<file path="src/rtl/command_frontend_pkg.sv">
// Shared encodings for the command front end: FSM states, slot kinds and op codes.
package command_frontend_pkg;

    typedef enum logic [1:0] {
        ST_IDLE  = 2'd0,
        ST_ISSUE = 2'd1,
        ST_GUARD = 2'd2
    } state_t;

    typedef enum logic {
        KIND_LOAD    = 1'b0,
        KIND_COMPUTE = 1'b1
    } kind_t;

    typedef enum logic [2:0] {
        OP_ADD = 3'd0,
        OP_SUB = 3'd1,
        OP_MUL = 3'd2,
        OP_DIV = 3'd3,
        OP_AND = 3'd4,
        OP_OR  = 3'd5,
        OP_XOR = 3'd6,
        OP_NOR = 3'd7
    } op_code_t;

endpackage

</file>
<file path="src/rtl/command_frontend_if.sv">
// Command channel between the front end and the downstream control unit.
interface command_frontend_if #(
    parameter int OP_W = 3
);
    logic            load;
    logic            compute;
    logic [OP_W-1:0] op;
    logic            busy;
    logic            cmd_pending;
    logic            err_dropped;

    modport master (output load, compute, op, cmd_pending, err_dropped, input busy);
    modport slave  (input load, compute, op, cmd_pending, err_dropped, output busy);
endinterface

</file>
<file path="src/rtl/command_frontend_btn_debounce.sv">
// One pushbutton: 2-flop synchronizer, stability counter, debounced level and rise pulse.
module btn_debounce #(
    parameter int DEBOUNCE_CYCLES = 16
) (
    input  logic clk,
    input  logic rst,
    input  logic raw,
    output logic rise
);
    localparam int CNT_W = $clog2(DEBOUNCE_CYCLES);
    localparam logic [CNT_W-1:0] CNT_LAST = CNT_W'(DEBOUNCE_CYCLES - 1);

    logic [1:0]       sync;
    logic [1:0]       primed;
    logic [CNT_W-1:0] cnt;
    logic             level;
    logic             armed;
    logic             flip;
    logic             done;

    assign flip = sync[1] != level;
    assign done = flip && (cnt == CNT_LAST);

    // A rise is only reported once the button has been seen released after reset,
    // so a button held through reset needs a release and a fresh press.
    always_ff @(posedge clk) begin
        if (rst) begin
            sync   <= '0;
            primed <= '0;
            cnt    <= '0;
            level  <= 1'b0;
            armed  <= 1'b0;
            rise   <= 1'b0;
        end else begin
            sync   <= {sync[0], raw};
            primed <= {primed[0], 1'b1};
            if (!flip || done) cnt <= '0;
            else               cnt <= cnt + 1'b1;
            if (done) level <= ~level;
            rise <= done && !level && armed;
            if (primed[1] && !sync[1] && !level) armed <= 1'b1;
        end
    end

endmodule

</file>
<file path="src/rtl/command_frontend.sv">
// Debounced pushbutton front end: captures one pending command and issues it to the control unit.
module command_frontend
    import command_frontend_pkg::*;
#(
    parameter int DEBOUNCE_CYCLES = 16,
    parameter int OP_W            = 3
) (
    input  logic            clk,
    input  logic            rst,
    input  logic            btn_load_raw,
    input  logic            btn_compute_raw,
    input  logic [OP_W-1:0] sw_op,
    command_frontend_if.master cmd
);
    logic            rise_load;
    logic            rise_compute;
    state_t          state;
    state_t          state_nxt;
    logic            slot_valid;
    kind_t           slot_kind;
    logic [OP_W-1:0] slot_op;
    logic            slot_free;
    logic            take_load;
    logic            take_compute;
    logic            drop;
    logic            issue_go;

    btn_debounce #(.DEBOUNCE_CYCLES(DEBOUNCE_CYCLES)) u_db_load (
        .clk  (clk),
        .rst  (rst),
        .raw  (btn_load_raw),
        .rise (rise_load)
    );

    btn_debounce #(.DEBOUNCE_CYCLES(DEBOUNCE_CYCLES)) u_db_compute (
        .clk  (clk),
        .rst  (rst),
        .raw  (btn_compute_raw),
        .rise (rise_compute)
    );

    // The slot empties during ISSUE, so a request landing that cycle refills it.
    assign slot_free    = !slot_valid || (state == ST_ISSUE);
    assign take_load    = rise_load && slot_free;
    assign take_compute = rise_compute && !rise_load && slot_free;
    assign drop         = (rise_load && !slot_free) || (rise_compute && (rise_load || !slot_free));
    assign issue_go     = (state_nxt == ST_ISSUE);

    always_ff @(posedge clk) begin
        if (rst) state <= ST_IDLE;
        else     state <= state_nxt;
    end

    always_comb begin
        state_nxt = state;
        case (state)
            ST_IDLE:  if (slot_valid && !cmd.busy) state_nxt = ST_ISSUE;
            ST_ISSUE: state_nxt = ST_GUARD;
            ST_GUARD: state_nxt = ST_IDLE;
            default:  state_nxt = ST_IDLE;
        endcase
    end

    always_ff @(posedge clk) begin
        if (rst) begin
            slot_valid <= 1'b0;
            slot_kind  <= KIND_LOAD;
            slot_op    <= '0;
        end else if (take_load || take_compute) begin
            slot_valid <= 1'b1;
            slot_kind  <= take_load ? KIND_LOAD : KIND_COMPUTE;
            slot_op    <= sw_op;
        end else if (state == ST_ISSUE) begin
            slot_valid <= 1'b0;
        end
    end

    // Command outputs are registered so the pulse lines up with the ISSUE state.
    always_ff @(posedge clk) begin
        if (rst) begin
            cmd.load        <= 1'b0;
            cmd.compute     <= 1'b0;
            cmd.op          <= '0;
            cmd.err_dropped <= 1'b0;
        end else begin
            cmd.load    <= issue_go && (slot_kind == KIND_LOAD);
            cmd.compute <= issue_go && (slot_kind == KIND_COMPUTE);
            if (issue_go) cmd.op <= slot_op;
            if (drop) cmd.err_dropped <= 1'b1;
        end
    end

    assign cmd.cmd_pending = slot_valid;

endmodule

</file>
<file path="src/flat_wrapper.sv">
// flat-port wrapper written by rule: the top's interface ports become plain ports
module command_frontend_flat import command_frontend_pkg::*;
#(
    parameter int DEBOUNCE_CYCLES = 16,
    parameter int OP_W            = 3
)
  (clk, rst, btn_load_raw, btn_compute_raw, sw_op, cmd_load, cmd_compute, cmd_op, cmd_cmd_pending, cmd_err_dropped, cmd_busy);
  command_frontend_if #(.OP_W(OP_W)) cmd_i ();
  input  logic clk;
  input  logic rst;
  input  logic btn_load_raw;
  input  logic btn_compute_raw;
  input  logic [OP_W-1:0] sw_op;
  output wire logic [$bits(cmd_i.load)-1:0] cmd_load;
  output wire logic [$bits(cmd_i.compute)-1:0] cmd_compute;
  output wire logic [$bits(cmd_i.op)-1:0] cmd_op;
  output wire logic [$bits(cmd_i.cmd_pending)-1:0] cmd_cmd_pending;
  output wire logic [$bits(cmd_i.err_dropped)-1:0] cmd_err_dropped;
  input wire logic [$bits(cmd_i.busy)-1:0] cmd_busy;
  assign cmd_load = cmd_i.load;
  assign cmd_compute = cmd_i.compute;
  assign cmd_op = cmd_i.op;
  assign cmd_cmd_pending = cmd_i.cmd_pending;
  assign cmd_err_dropped = cmd_i.err_dropped;
  assign cmd_i.busy = cmd_busy;
  command_frontend #(.DEBOUNCE_CYCLES(DEBOUNCE_CYCLES), .OP_W(OP_W)) u_core (.clk(clk), .rst(rst), .btn_load_raw(btn_load_raw), .btn_compute_raw(btn_compute_raw), .sw_op(sw_op), .cmd(cmd_i));
endmodule
</file>
<file path="config.mk">
export PLATFORM = sky130hd
export DESIGN_NAME = command_frontend_flat
export DESIGN_NICKNAME = d
export VERILOG_FILES = /design/src/rtl/command_frontend_pkg.sv /design/src/rtl/command_frontend_if.sv /design/src/rtl/command_frontend_btn_debounce.sv /design/src/rtl/command_frontend.sv /design/src/flat_wrapper.sv
export SDC_FILE = /design/constraint.sdc
export NUM_CORES = 1
export LEC_CHECK = 0
export BUFFER_PORTS_ARGS = -buffer_cell sky130_fd_sc_hd__buf_2
export CAP_MARGIN = 10
export CORE_MARGIN = 3
export CORE_UTILIZATION = 40
export DETAILED_ROUTE_END_ITERATION = 12
export HOLD_SLACK_MARGIN = 0.05
export PLACE_DENSITY = 0.65
export SLEW_MARGIN = 20
export SYNTH_ARGS = -nofsm -noshare
export SYNTH_HDL_FRONTEND = slang
export SYNTH_HIERARCHICAL = 1
export SYNTH_SLANG_ARGS = --single-unit
</file>
<file path="constraint.sdc">
create_clock -name clk -period 2.5 [get_ports clk]
set_input_delay 0.5 -clock clk [delete_from_list [all_inputs] [get_ports clk]]
set_output_delay 0.5 -clock clk [all_outputs]
set_load 0.02 [all_outputs]
</file>
Word level (Yosys, flattened, before mapping)
Cells that the tools add are included.
- add/subtract/negate cells: 2
- equal/unequal tests: 6
- mux-type cells: 7
- bitwise logic cells: 3
- reduce and logical (&&, ||, !) cells: 38
- operator list (cell ; number):
    logical AND 1 bit ; 18
    zero test 1 bit ; 10
    adder 4 x 1 -> 4 bit, second input constant ; 2
    == test 4 bit, second input constant ; 2
    logical OR 1 bit ; 6
    two-way mux 1 bit ; 5
    == test 2 x 1 -> 1 bit, second input constant ; 2
    one-hot mux 2 bit (2 select lines) ; 1
    OR reduction 2 bit ; 2
    inverter 1 bit ; 3
    zero test 2 bit ; 1
    two-way mux 2 bit ; 1
    != test 1 bit ; 2
    nonzero test 2 bit ; 1
- register bits: 35
- input port bits: 8
- output and inout port bits: 7

Depth between registers and ports, before layout
Gate-level depths: netlist (run 1).
- depth after elaboration: 6
- mapped depth: 4
- mapped depth without buffers: 4

Cells and area by module
Netlist (run 1), hierarchy kept.
- modules (own cells, without submodules) (module ; instances ; cells each ; area each (µm²)):
    btn_debounce ; 2 ; 34 ; 359.1
    command_frontend ; 1 ; 45 ; 491.7

Least setup slack after synthesis (run 1)
Ideal clock, no wire load.
- path type: flip-flop to flip-flop
- start: reg u_core.slot_valid, in the netlist u_core/cmd.cmd_pending
- end: reg u_core.cmd.op[0]
- arrival time: 1.112 ns
- setup slack: 1.263 ns
- cell stages (with the launch flop): 4
- path buffers: 0
- period minus slack after synthesis: 1.237 ns
- cells stage by stage: dfxtp_1 > nor4b_4 > mux2i_1 > nor2_1
- word-level cells in the longest chain between the ends: 4
- RTL lines (item ; RTL line ; source):
    start: declaration ; command_frontend.sv:19 ; logic slot_valid;
    start signal: assignment ; command_frontend.sv:66 ; slot_valid <= 1'b0;
    start signal: assignment ; command_frontend.sv:70 ; slot_valid <= 1'b1;
    start signal: assignment ; command_frontend.sv:74 ; slot_valid <= 1'b0;
    logical AND 1 bit ; command_frontend.sv:57 ; ST_IDLE: if (slot_valid && !cmd.busy) state_nxt = ST_ISSUE;
    two-way mux 2 bit ; command_frontend.sv:57 ;
    one-hot mux 2 bit (2 select lines) ; command_frontend.sv:56 ; case (state)
    == test 2 x 1 -> 1 bit ; command_frontend.sv:47 ; assign issue_go = (state_nxt == ST_ISSUE);
    end signal: assignment ; command_frontend.sv:88 ; if (issue_go) cmd.op <= slot_op;
    end: declaration ; command_frontend_if.sv:12 ; modport master (output load, compute, op, cmd_pending, err_dropped, input busy);
No other way between the ends.
A chain may end at the register's enable or synchronous reset.

Worst setup path after layout (run 1)
- start: reg u_core.slot_valid, in the netlist u_core/cmd.cmd_pending
- end: out cmd_cmd_pending
- RTL lines (item ; RTL line ; source):
    end: declaration ; flat_wrapper.sv:17 ; output wire logic [$bits(cmd_i.cmd_pending)-1:0] cmd_cmd_pending;
No word-level cell between the ends.

==> results of run 1 <==
==> cell usage after synthesis (all sizes together) <==
master	number
dfxtp	35
nor2	19
mux2i	8
nand2b	8
nor2b	6
a21oi	4
nand3	4
xor2	4
inv	3
nand2	3
a31oi	2
and2	2
and3	2
ha	2
nand4b	2
xnor2	2
a21bo	1
a221oi	1
a22oi	1
and2b	1
clkbuf	1
nor4b	1
o31ai	1
==> routing by layer <==
metal / GRT usage (%) / vias to the layer above
li1: - / 415
met1: 12.1 / 363
met2: 15.3 / 15
met3: 4.47 / 2
met4: 5.57 / 0
met5: 0 / -
==> final cells by class <==
| class | count | area share (%) |
|---|---|---|
| Inverter | 3 | 0.814 |
| Multi-Input combinational cell | 74 | 35.7 |
| Tap cell | 31 | 2.80 |
| Timing Repair Buffer | 14 | 5.06 |
| Sequential cell | 35 | 50.6 |
| Clock buffer | 8 | 4.97 |
==> registers in the layout, summed over array words and instances (netlist names) <==
signal and flops:
u_core/u_db_load/cnt 4, u_core/u_db_compute/armed 1, u_core/u_db_load/armed 1, u_core/cmd.compute 1
u_core/u_db_load/rise 1, u_core/u_db_compute/level 1, u_core/cmd.cmd_pending 1, u_core/u_db_compute/cnt 4
u_core/cmd.err_dropped 1, u_core/u_db_load/sync 2, u_core/slot_op 3, u_core/u_db_load/primed 2
u_core/u_db_compute/primed 2, u_core/slot_kind 1, u_core/cmd.load 1, u_core/u_db_compute/rise 1
u_core/u_db_compute/sync 2, u_core/u_db_load/level 1, u_core/cmd.op 3, u_core/state 2
==> power breakdown <==
part           internal, mW  switching [mW]
registers             0.567         0.00421
clock network         0.166           0.165
logic                0.0120          0.0135
total                 0.744           0.183
==> cell usage in the layout (no fill, tap or decap), types with 3 or more instances in the layout <==
cell      instances
nor2_1           19
nand3_1           4
nand2b_1          8
inv_1             3
nand2_1           3
a21oi_1           3
dfxtp_1          35
clkbuf_4          5
buf_2            14
xor2_1            4
mux2i_1           8
nor2b_1           6
==> worst max path at each step <==
stage                                        startpoint                       endpoint
finish              u_core/cmd.cmd_pending$_SDFFE_PP0P_                cmd_cmd_pending
global route        u_core/cmd.cmd_pending$_SDFFE_PP0P_                cmd_cmd_pending
CTS                 u_core/cmd.cmd_pending$_SDFFE_PP0P_                cmd_cmd_pending
detailed placement                             cmd_busy  u_core/cmd.op[0]$_SDFFE_PP0N_
global placement                               cmd_busy  u_core/cmd.op[0]$_SDFFE_PP0N_
floorplan           u_core/cmd.cmd_pending$_SDFFE_PP0P_  u_core/cmd.op[0]$_SDFFE_PP0N_
==> metrics by stage <==
step | setup WS (ps) | power [mW] | instance area, µm² | cells
after floorplan | 1260 | 0.598 | 1210 | 113
after global placement | 1100 | 0.609 | 1320 | 157
after detailed placement | 1040 | 0.610 | 1320 | 157
after CTS | 1010 | 0.940 | 1380 | 165
after global routing | 945 | 0.971 | 1380 | 165
final | 1030 | 0.927 | 1380 | 165
==> cell families after synthesis <==
group / Yosys count / share of synthesized area (%)
flops: 35 / 57.9
compound gates: 10 / 5.79
simple gates: 48 / 22.0
xor+xnor: 6 / 4.34
fa+ha+maj: 2 / 2.07
buf+inv: 4 / 1.24
mux: 8 / 6.62
==> impl_metrics.csv, run 1 <==
group,metric,value,unit
run_status,status,"completed",
setup_path,ff2ff_setup_slack,1210,ps
setup_path,cp_max_fo,6,
grt,grt_pass1_vias,662,
clocking,cts.hold.buffers_added,0,
sta,slew_headroom,70.8,%
setup_path,reg2reg_depth,3,
clocking,clock_latency,310,ps
die,initial_utilization,42.8,%
sta,fin_skew,5.63,ps
die,io_pins,15,
sta,setup_tns,0,ps
grt,grt_max_degree,30,
power,ir_drop,0.000414,V
route,post_drt_wl_per_cell,10.4,µm
sta,hold_ws,392,ps
grt,grt_pass1_wl,2700,µm
clocking,cts_sinks,35,
synthesis,yosys.area.top_type,"dfxtp_1",
synthesis,yosys.area.top_type_share,57.9,%
setup_path,path_class,"reg2out",
route,vias_per_cell,4.82,
sta,slew_violations,0,
power,power_density,670,mW/mm²
setup_path,arrival,970,ps
synthesis,ys_seq_area_share,57.9,%
synthesis,synthesis.area,0.00121,mm²
sta,tightest_slew,439,ps
hold_path,min_from,"btn_load_raw",
clocking,cts-htree-levels,2,
sta,rsz0062_at_grt,"no",
clocking,cts_tree,"done",
placed_design,gp_congestion,0.700,
setup_path,cp.depth,1,
clocking,cts_setup_buffers,0,
grt,grt_antenna_before_repair,0,
clocking,cts_max_path_buffers,2,
die,die_x,61.0,µm
placed_design,io_buffers,14,
route,wl_met3,81,µm
route,highest_layer,"met4",
synthesis,ys_ff_latch,35,
grt,grt.total_usage,10.2,%
setup_path,path_delay_family,"flip-flops",
setup_path,cpPeakStageDelay,450,ps
sta,hold_violations,0,
route,drt-met1-wl,818,µm
power,p_leak,0.576,nW
final_layout,drive_above_1_share,18.7,%
final_layout,ff_latch_area,701,µm²
setup_path,end_kind,"primary output",
setup_path,path_buf_inv,1,
synthesis,synthCells,113,
die,dieArea,0.00372,mm²
route,routed_wl,1720,µm
clocking,clk_pin_slew_worst_paths,100,ps
sta,fmax,0.682,GHz
synthesis,synth_nets,123,
setup_path,slowest_stage,"dfxtp_1",
final_layout,n_antenna_cell,0,
setup_path,required,2000,ps
setup_path,cp_cell_sequence,"buf_2",
synthesis,ys_warn_count,6,
final_layout,fin_nets,143,
die,core,0.00283,mm²
setup_path,start_kind,"flip-flop",
final_layout,multiInputGateArea,494,µm²
die,die_h,61.0,µm
hold_path,whs_path_depth,2,
sta,setup_violations,0,
die,row_count,19,
sta,finalCritPeriodShare,58.7,%
route,num_vias,795,
setup_path,reg2reg_from,"u_core/cmd.cmd_pending$_SDFFE_PP0P_",
clocking,numCtsBuffers,5,
route,antenna_left,0,
sta,fin_crit,1470,ps
grt,grt_overflow,0,
hold_path,min_to,"u_core/u_db_load/sync[0]$_SDFF_PP0_",
clocking,cts-resized-gates,0,
route,firstDrtPassIters,4,
route,first_iter_violations,23,
final_layout,fin_util,48.9,%
placed_design,hpwl,1260,µm
route,wl_met2,805,µm
run,max_cap_violations,0,
final_layout,syn2layout_area_growth,14.4,%
synthesis,ys_types,24,
synthesis,avgSynthCellArea,10.7,µm²
synthesis,synthTopCellsByArea,"dfxtp_1, mux2i_1, nor2_1",
clocking,root_buffer,"clkbuf_4",
route,route.detailed.drc,0,
hold_path,hold_path.class,"in2reg",
setup_path,r2r_end,"u_core/cmd.op[0]$_SDFFE_PP0N_",
final_layout,fillCellCount,280,
No activity file was read; power rests on OpenSTA's default activity.
==> run 2, diff against run 1 <==
- clock period: 2.5 -> 1.45 ns (I/O delays scaled with it)
==> run 2 against run 1 <==
  * Power increased by 63%
  * Sequential cell count unchanged
  * Worst setup slack got worse by 840 ps
  * Via count decreased by 0.38%
  * Die area unchanged
  * Non-clock buffer count increased by 1
  * Largest cell class unchanged
  * Cell area decreased by 0.81%
  * Clock power increased by 45%
  * Count of clock-buffer cells in the layout decreased by 1
  * Register-to-register slack got worse by 960 ps
  * Highest routed layer unchanged
  * Combinational power increased by 80%
==> impl_metrics.csv, run 2 (synthesis results as in run 1) <==
group,metric,value,unit
final_layout,fin_util,48.5,%
sta,fin_ws,195,ps
clocking,cts_sinks,35,
route,route.detailed.drc,0,
grt,grt_overflow,0,
final_layout,final_cell_mix,"dfxtp_1, nor2_1, buf_2",
clocking,cts_setup_buffers,0,
setup_path,cp_max_fo,6,
clocking,cts_max_path_buffers,2,
sta,fin_skew,5.75,ps
die,die_x,61.0,µm
clocking,clk_pin_slew_worst_paths,100,ps
sta,tightest_slew,357,ps
final_layout,fin_nets,144,
clocking,cts_tree,"done",
clocking,root_buffer,"clkbuf_4",
grt,grt_pass1_vias,773,
route,post_drt_wl_per_cell,10.7,µm
sta,hold_ws,159,ps
setup_path,path_buf_inv,1,
route,antenna_left,0,
die,die_h,61.0,µm
final_layout,final_common_cell,"dfxtp_1",
sta,fin_crit,1260,ps
placed_design,gp_congestion,0.815,
grt,grt_max_degree,25,
hold_path,hold_path.class,"in2reg",
setup_path,slowest_stage,"dfxtp_1",
run_status,status,"completed",
die,io_pins,15,
route,routed_wl,1770,µm
clocking,clock_latency,330,ps
final_layout,n_antenna_cell,0,
power,p_leak,0.572,nW
die,initial_utilization,42.8,%
setup_path,start_kind,"flip-flop",
grt,grt.total_usage,11.9,%
sta,slew_violations,0,
placed_design,io_buffers,14,
setup_path,ff2ff_setup_slack,250,ps
die,dieArea,0.00372,mm²
sta,slew_headroom,76.1,%
setup_path,path_delay_family,"flip-flops",
sta,setup_tns,0,ps
final_layout,drive_above_1_share,18.5,%
setup_path,arrival,970,ps
power,power_density,1100,mW/mm²
route,first_iter_violations,30,
sta,finalCritPeriodShare,86.6,%
sta,hold_violations,0,
setup_path,required,1160,ps
final_layout,instances_no_fill,166,
die,core,0.00283,mm²
placed_design,dpl.cell_count,158,
clocking,cts.hold.buffers_added,0,
placed_design,hpwl,1280,µm
setup_path,path_class,"reg2out",
power,ir_drop,0.000537,V
run,max_cap_violations,0,
sta,fmax,0.797,GHz
sta,rsz0062_at_grt,"no",
clocking,cts-htree-levels,2,
final_layout,reg_top3,"u_core/u_db_compute/cnt x4, u_core/u_db_load/cnt x4",
grt,grt_antenna_before_repair,0,
clocking,numCtsBuffers,5,
route,vias_per_cell,4.77,
route,num_vias,792,
clocking,cts-resized-gates,0,
final_layout,syn2layout_area_growth,13.4,%
setup_path,cp_cell_sequence,"buf_2",
die,row_count,19,
placed_design,dp_slack,234,ps
setup_path,end_kind,"primary output",
sta,setup_violations,0,
route,firstDrtPassIters,4,
setup_path,cpPeakStageDelay,430,ps
grt,grt_pass1_wl,3080,µm
## run 2: changes by cell type in the layout (fill, tap and decap cells not counted)
| cell | before | now |
|---|---|---|
| buf_4 | 0 | 1 |
| clkbuf_8 | 2 | 0 |
| clkbuf_1 | 1 | 2 |
| clkinv_2 | 0 | 1 |
## run 2: area by class of cell
| class | instances | area [µm²] |
|---|---|---|
| clock inverters | 1 | 5.00 |
| repair buffers | 15 | 77.6 |
| fillers | 272 | 1460 |
| flip-flops and latches | 35 | 701 |
| clock buffers | 7 | 45.0 |
| inverters | 3 | 11.3 |
| well taps | 31 | 38.8 |
| multi-input cells | 74 | 494 |
## run 2: final timing paths
kind / startpoint / end / depth (start not counted)
setup / recovery: u_core/cmd.cmd_pending$_SDFFE_PP0P_ / cmd_cmd_pending / 1
hold reg to reg: u_core/u_db_load/cnt[0]$_SDFF_PP0_ / u_core/u_db_load/cnt[0]$_SDFF_PP0_ / 1
setup reg to reg: u_core/cmd.cmd_pending$_SDFFE_PP0P_ / u_core/cmd.op[0]$_SDFFE_PP0N_ / 3
hold / removal: btn_load_raw / u_core/u_db_load/sync[0]$_SDFF_PP0_ / 2
## run 2: power by group
part	leakage, nW	switching (mW)	internal, mW
clock	0.0293	0.292	0.189
combinational	0.258	0.0236	0.0223
sequential	0.285	0.00744	0.977
## run 2: per-stage QoR
step | instance area [µm²] | power, mW
2_1_floorplan | 1210 | 1.03
3_3_place_gp | 1320 | 1.05
3_5_place_dp | 1320 | 1.05
4_1_cts | 1370 | 1.54
5_1_grt | 1370 | 1.60
6_report | 1370 | 1.51
## run 2: metal layers
layer / track usage (%) / share of wire, %
met4: 6.50 / 2.4
met2: 19.1 / 46
met1: 12.1 / 45
met3: 7.02 / 6.2
met5: 0 / 0
